## src/rtl/muldiv_pkg.sv

```systemverilog
// Shared encodings and helpers for the EXE-stage multiply/divide unit.
// Imported by exe_muldiv and its divider core.
package muldiv_pkg;

  typedef enum logic {
    OP_MUL = 1'b0,
    OP_DIV = 1'b1
  } op_e;

  typedef enum logic [2:0] {
    IDLE,
    MUL,
    DIV_PRE,
    DIV_ITER,
    DIV_FIX,
    DONE
  } state_e;

  // Widest operand abs_w can handle; callers truncate to their own width.
  localparam int ABS_W = 128;

  // Magnitude of a width-bit value, negating only in signed mode.
  // Negating in ABS_W bits leaves the low width bits correct.
  function automatic logic [ABS_W-1:0] abs_w(
    input logic [ABS_W-1:0] value,
    input logic             signed_en,
    input int               width
  );
    logic neg;
    neg = signed_en && value[width[6:0] - 7'd1];
    return neg ? (~value + 1'b1) : value;
  endfunction

endpackage

```

## src/rtl/div_radix2_core.sv

```systemverilog
// Restoring radix-2 divider datapath: one quotient bit per step pulse.
// The parent sequences load/step and applies any sign correction.
import muldiv_pkg::*;

module div_radix2_core #(
  parameter int W = 32
) (
  input  logic         clk,
  input  logic         reset,
  input  logic         load,
  input  logic         step,
  input  logic [W-1:0] dividend,
  input  logic [W-1:0] divisor,
  output logic [W-1:0] quotient,
  output logic [W-1:0] remainder
);

  logic [W-1:0] rem_q;
  logic [W-1:0] quo_q;
  logic [W-1:0] dvs_q;
  logic [W:0]   shifted;
  logic [W:0]   diff;

  // Partial remainder is W+1 bits only transiently, after the shift.
  assign shifted = {rem_q, quo_q[W-1]};
  assign diff    = shifted - {1'b0, dvs_q};

  // Load operands, then shift in one dividend bit per step.
  always_ff @(posedge clk) begin
    if (reset) begin
      rem_q <= '0;
      quo_q <= '0;
      dvs_q <= '0;
    end else if (load) begin
      rem_q <= '0;
      quo_q <= dividend;
      dvs_q <= divisor;
    end else if (step) begin
      if (!diff[W]) begin
        rem_q <= diff[W-1:0];
        quo_q <= {quo_q[W-2:0], 1'b1};
      end else begin
        rem_q <= shifted[W-1:0];
        quo_q <= {quo_q[W-2:0], 1'b0};
      end
    end
  end

  assign quotient  = quo_q;
  assign remainder = rem_q;

endmodule

```

## src/rtl/exe_muldiv.sv

```systemverilog
// Sequenced MULT/DIV unit for the EXE stage with valid/ready on both
// sides, pipelined multiplier, iterative divider and flush support.
import muldiv_pkg::*;

module exe_muldiv #(
  parameter int W       = 32,
  parameter int MUL_LAT = 2
) (
  input  logic         clk,
  input  logic         reset,
  input  logic         flush,
  input  logic         req_valid,
  output logic         req_ready,
  input  logic         req_op,
  input  logic         req_signed,
  input  logic [W-1:0] req_a,
  input  logic [W-1:0] req_b,
  output logic         resp_valid,
  input  logic         resp_ready,
  output logic [W-1:0] resp_hi,
  output logic [W-1:0] resp_lo,
  output logic         resp_dbz,
  output logic         busy
);

  localparam int MAXV = (MUL_LAT > W) ? MUL_LAT : W;
  localparam int CW   = $clog2(MAXV) + 1;
  localparam logic [CW-1:0] MUL_LAST = CW'(MUL_LAT - 1);
  localparam logic [CW-1:0] DIV_LAST = CW'(W - 1);

  state_e         state;
  state_e         state_next;
  state_e         first_state;
  logic [CW-1:0]  cnt;
  logic           accept;

  logic           sgn_q;
  logic [W-1:0]   a_q;
  logic [W-1:0]   b_q;
  logic           q_neg;
  logic           r_neg;
  logic           dbz_q;

  logic [W-1:0]   abs_a;
  logic [W-1:0]   abs_b;
  logic [W-1:0]   quo;
  logic [W-1:0]   rem;
  logic [W-1:0]   q_fix;
  logic [W-1:0]   r_fix;

  logic [2*W-1:0] ma;
  logic [2*W-1:0] mb;
  logic [2*W-1:0] prod;
  logic [2*W-1:0] mul_out;

  assign req_ready = !flush &&
                     (state == IDLE ||
                      (state == DONE && resp_ready));
  assign accept     = req_valid && req_ready;
  assign resp_valid = (state == DONE);
  assign busy       = (state != IDLE);

  assign first_state = (op_e'(req_op) == OP_DIV) ? DIV_PRE : MUL;

  // Next-state: sequence the op, flush overrides everything.
  always_comb begin
    state_next = state;
    unique case (state)
      IDLE:     if (accept) state_next = first_state;
      MUL:      if (cnt == MUL_LAST) state_next = DONE;
      DIV_PRE:  state_next = DIV_ITER;
      DIV_ITER: if (cnt == DIV_LAST) state_next = DIV_FIX;
      DIV_FIX:  state_next = DONE;
      DONE: begin
        if (accept)          state_next = first_state;
        else if (resp_ready) state_next = IDLE;
      end
      default:  state_next = IDLE;
    endcase
    if (flush) state_next = IDLE;
  end

  // State register.
  always_ff @(posedge clk) begin
    if (reset) state <= IDLE;
    else       state <= state_next;
  end

  // Cycle counter, restarted on every state change.
  always_ff @(posedge clk) begin
    if (reset || state_next != state)
      cnt <= '0;
    else if (state == MUL || state == DIV_ITER)
      cnt <= cnt + 1'b1;
  end

  // Capture operands and mode on accept.
  always_ff @(posedge clk) begin
    if (reset) begin
      sgn_q <= 1'b0;
      a_q   <= '0;
      b_q   <= '0;
    end else if (accept) begin
      sgn_q <= req_signed;
      a_q   <= req_a;
      b_q   <= req_b;
    end
  end

  // Record result signs and divide-by-zero before iterating.
  always_ff @(posedge clk) begin
    if (reset) begin
      q_neg <= 1'b0;
      r_neg <= 1'b0;
      dbz_q <= 1'b0;
    end else if (state == DIV_PRE) begin
      q_neg <= sgn_q & (a_q[W-1] ^ b_q[W-1]);
      r_neg <= sgn_q & a_q[W-1];
      dbz_q <= (b_q == '0);
    end
  end

  assign abs_a = W'(abs_w(ABS_W'(a_q), sgn_q, W));
  assign abs_b = W'(abs_w(ABS_W'(b_q), sgn_q, W));

  div_radix2_core #(.W(W)) u_div (
    .clk       (clk),
    .reset     (reset),
    .load      (state == DIV_PRE),
    .step      (state == DIV_ITER),
    .dividend  (abs_a),
    .divisor   (abs_b),
    .quotient  (quo),
    .remainder (rem)
  );

  assign q_fix = q_neg ? -quo : quo;
  assign r_fix = r_neg ? -rem : rem;

  assign ma   = {{W{sgn_q & a_q[W-1]}}, a_q};
  assign mb   = {{W{sgn_q & b_q[W-1]}}, b_q};
  assign prod = ma * mb;

  if (MUL_LAT == 1) begin : g_mul_comb
    assign mul_out = prod;
  end else begin : g_mul_pipe
    logic [2*W-1:0] stage [MUL_LAT-1];

    // Product pipeline; flush discards what is in flight.
    always_ff @(posedge clk) begin
      if (reset || flush) begin
        for (int i = 0; i < MUL_LAT - 1; i++)
          stage[i] <= '0;
      end else begin
        stage[0] <= prod;
        for (int i = 1; i < MUL_LAT - 1; i++)
          stage[i] <= stage[i-1];
      end
    end

    assign mul_out = stage[MUL_LAT-2];
  end

  // Result registers: loaded on entry to DONE, held otherwise.
  always_ff @(posedge clk) begin
    if (reset) begin
      resp_hi  <= '0;
      resp_lo  <= '0;
      resp_dbz <= 1'b0;
    end else if (state == MUL && state_next == DONE) begin
      {resp_hi, resp_lo} <= mul_out;
      resp_dbz           <= 1'b0;
    end else if (state == DIV_FIX && state_next == DONE) begin
      resp_lo  <= dbz_q ? '1  : q_fix;
      resp_hi  <= dbz_q ? a_q : r_fix;
      resp_dbz <= dbz_q;
    end
  end

endmodule

```

## config.mk

```make
export PLATFORM = sky130hd
export DESIGN_NAME = exe_muldiv
export DESIGN_NICKNAME = d
export VERILOG_FILES = /design/src/rtl/muldiv_pkg.sv /design/src/rtl/div_radix2_core.sv /design/src/rtl/exe_muldiv.sv
export SDC_FILE = /design/constraint.sdc
export NUM_CORES = 2
export LEC_CHECK = 0
export CAP_MARGIN = 15
export CORE_ASPECT_RATIO = 1.4
export CORE_UTILIZATION = 65
export DETAILED_ROUTE_END_ITERATION = 10
export PLACE_DENSITY_LB_ADDON = 0.05
export SYNTH_ARGS = -nofsm -noshare
export SYNTH_HDL_FRONTEND = slang
export SYNTH_HIERARCHICAL = 1
export SYNTH_SLANG_ARGS = --single-unit
```

## constraint.sdc

```tcl
create_clock -name clk -period 16.5 [get_ports clk]
set_input_delay 3.3 -clock clk [delete_from_list [all_inputs] [get_ports clk]]
set_output_delay 3.3 -clock clk [all_outputs]
set_load 0.05 [all_outputs]
```

==> summary.txt <==
Clocking
  • Post-CTS setup buffers: 0
  • Latest clock arrival within the worst-skew pair: ~0.60 ns
  • Resize count post-CTS: 0
  • TritonCTS clock tree: done
  • Root buffer cell: clkbuf_16
  • Hold buffers post-CTS: 0
  • Clk slew on worst S/H paths: 0.07 ns
  • H-Tree Level Count: 1
  • Clock sink count: about 300
  • Num CTS Buffers: 30
  • Max clock buf depth: 3

Placed design
  • Dpl hpwl: roughly 130 mm
  • Port Buf Inserts: between 100 and 150
  • Cell count after placement: 7201
  • Gpl congestion: approximately 0.96

Worst setup path
  • Critical path startpoint category: register
  • R2R Setup Slk: ~6.8 ns
  • R2r startpoint: b_q[31]
  • CP max FO: 37
  • CP required: 17.02 ns
  • Worst Setup End Kind: register
  • R2R cell count: 25
  • Worst r2r dst: g_mul_pipe.stage[0][61]
  • CP Class: reg2reg
  • Crit path DAT: approximately 10 ns

GRT
  • Total Routing Usage GR: around 43%
  • Global-route wire length before repair: around 270 mm
  • Initial antenna violation count: 12
  • Grt ovf: 0
  • Vias in the first global route: ~46000
  • Largest net degree at the start of global routing: 93

Yosys
  • Post-Syn Instances: 6300
  • Asr flop ratio synth: 0%
  • Yosys top cell by area: fa_1
  • Seq/Total Area, Yosys: 11.15%
  • Commonest cells in the synthesized netlist: inv_1, fa_1, nand2_1
  • Largest cells by area after synthesis: fa_1, dfxtp_1, inv_1, nand2_1, ha_1
  • Top-count cell post-synth: inv_1
  • Synth cell types: between 80 and 90
  • Synth top area share: between 40% and 50%
  • Number of enable flip-flop cells after synthesis: 0
  • Prevailing post-synth register cell: dfxtp_1
  • Synth Cell Area: between 0.05 and 0.06 mm²
  • Total nets after synthesis: about 7700
  • #FFs+latches synth: roughly 300
  • Yosys warns: 6
  • Synth Area per Inst: 8.604 µm²

Drt
  • Routed WL per cell: 23.94 µm
  • Vias/cell: 6.108
  • DRC viols: 0
  • Post-Route WL: about 170 mm
  • DR iter-0 viols: between 4000 and 5000
  • DR vias: between 40000 and 50000
  • Final ANT Viol Nets: 0
  • DRT Pass-1 Iters: 6

STA
  • Post-route clock period utilization: 58.77%
  • Relative slew slack: between 20% and 30%
  • Max-slew violations: 0
  • Setup tns final: 0 ns
  • Final min period: 9.697 ns
  • Fmax: between 0.1 and 0.15 GHz
  • Hold Fails Final Rpt: 0
  • Clock Skew: ~0.011 ns
  • Worst slew pin tran: roughly 1.1 ns
  • RSZ-0062 raised after global routing: no
  • # setup viols final: 0

Floorplanning
  • Top Ports: about 140
  • Die Span Y: 343.7 µm
  • FP Rows: 124
  • Starting density of the core: ~66%
  • Total die area: ~0.085 mm²
  • Core region area: ~0.082 mm²
  • Die Wd: 246.1 µm

Final layout
  • Synthesis-to-layout area growth: 5.533%
  • Fill cell count: between 6000 and 7000
  • Finished Layout Cells: 7264
  • Reg area: a little over 0.006 mm²
  • Fraction of layout cells with a size suffix above 1: under 10%
  • Multi-input gate area: ~0.042 mm²
  • # nets final: roughly 7600

Outcome
  • Outcome: completed

Hold path
  • Hold Startpoint: resp_lo[30]
  • Hold Path End: resp_lo[30]
  • Hold-critical path depth: 2
  • Worst min-delay path category: reg2reg

Flow run
  • Max Cap Violations: 0

Power and ir drop
  • Worst VDD drop: ~0.000085 V
  • P_leak: approximately 27 nW
  • Power Density: between 30 and 40 mW/mm²
## layer usage
| metal | global-route usage (%) | vias to the layer above | part of all wire, % |
|---|---|---|---|
| met3 | 7.536 | 683 | 9.9 |
| met1 | 53.89 | 22300 | 36 |
| met4 | 23.01 | 8 | 6.5 |
| met2 | 69.37 | 2547 | 47 |
| li1 | - | 18830 | - |
| met5 | 0 | - | 0.029 |
## power breakdown
part	internal, mW	switching, mW
Sequential	0.746	0.0164
Combinational	0.204	0.441
Clock	0.405	0.328
## final cells by class
cell class	count	area share [%]
Antenna cell	11	0.04812
Tap cell	1071	2.343
Multi-Input combinational cell	4401	73.67
Inverter	1183	7.765
Timing Repair Buffer	244	3.808
Sequential cell	302	10.59
Clock buffer	40	1.538
Clock inverter	12	0.2340
## cells in the final DEF (no fill, tap or decap), types with 12 or more instances in the layout
master and instances:
ha_1 251, o221ai_1 16, nor4_1 14, nor2b_1 12
or3_1 21, inv_1 1182, o211ai_1 22, o21bai_1 17
and3_1 30, xnor2_1 123, nor3_1 63, nand2b_1 17
fa_1 1126, clkbuf_16 31, a21oi_1 260, xor2_1 86
o31ai_1 33, nand2_1 1059, a21o_1 48, a31oi_1 33
o21ai_0 126, dfxtp_1 292, a211oi_1 38, clkdlybuf4s50_1 137
mux2i_1 75, nor2_1 302, nand4_1 17, and2_1 369
buf_4 106, o21a_1 19, o41ai_1 15, a311oi_1 18
nand3_1 39, or4_1 17
## cell families after synthesis
kind of cell             Yosys count  share of synthesized area, %
AO/OA/AOI/OAI                    722                         8.449
adder cells (fa/ha/maj)         1377                         47.38
buffers and inverters           1597                         11.13
multiplexers                      83                         1.551
XOR/XNOR                         211                         3.437
flip-flops                       302                         11.15
AND/OR/NAND/NOR                 2008                         16.89
## per-stage QoR
stage               setup slack (ns)  hold slack, ns  area, µm²  total power, mW  utilization, %
global placement               7.217          0.4387      56160            1.392           68.43
global route                   6.376          0.4706      57170            2.213           69.66
CTS                            6.961          0.4532      57170            2.126           69.66
floorplan                      8.554          0.4411      54200            1.173               -
detailed placement             6.977          0.4458      56160            1.404           68.43
finish                         6.803          0.4509      57200            2.141           69.70
## registers in the layout, indices dropped and copies added (netlist names)
register          cells
g_mul_pipe.stage     64
u_div/quotient       32
r_neg                 1
dbz_q                 1
resp_lo              32
b_q                  32
state                 3
a_q                  32
sgn_q                 1
resp_hi              32
resp_dbz              1
cnt                   6
q_neg                 1
u_div/remainder      32
u_div/dvs_q          32
## worst max-delay path, cell delays in order, from the launching register on
cell	delay, ns
dfxtp_1	0.31
buf_4	0.48
and2_0	0.95
inv_1	0.14
buf_4	0.29
nor2_1	0.61
fa_1	0.55
fa_1	0.41
fa_1	0.55
fa_1	0.44
fa_1	0.58
fa_1	0.46
fa_1	0.50
inv_1	0.05
fa_1	0.48
inv_1	0.04
ha_1	0.41
a21o_1	0.17
a31oi_1	0.06
o221a_2	0.28
o21ai_0	0.35
a211oi_1	0.17
a21boi_0	0.59
a2111oi_0	0.23
o21bai_1	0.21
mux2i_1	0.20
## worst max-delay path by stage
stage                  from                 endpoint  slack, ns
floorplan           a_q[31]  g_mul_pipe.stage[0][61]       8.55
finish              b_q[31]  g_mul_pipe.stage[0][61]       6.80
detailed placement  a_q[31]  g_mul_pipe.stage[0][61]       6.98
global placement    a_q[31]  g_mul_pipe.stage[0][61]       7.22
global route        a_q[31]  g_mul_pipe.stage[0][61]       6.38
CTS                 a_q[31]  g_mul_pipe.stage[0][61]       6.96
Note: power is estimated with default switching activity, not from simulation.
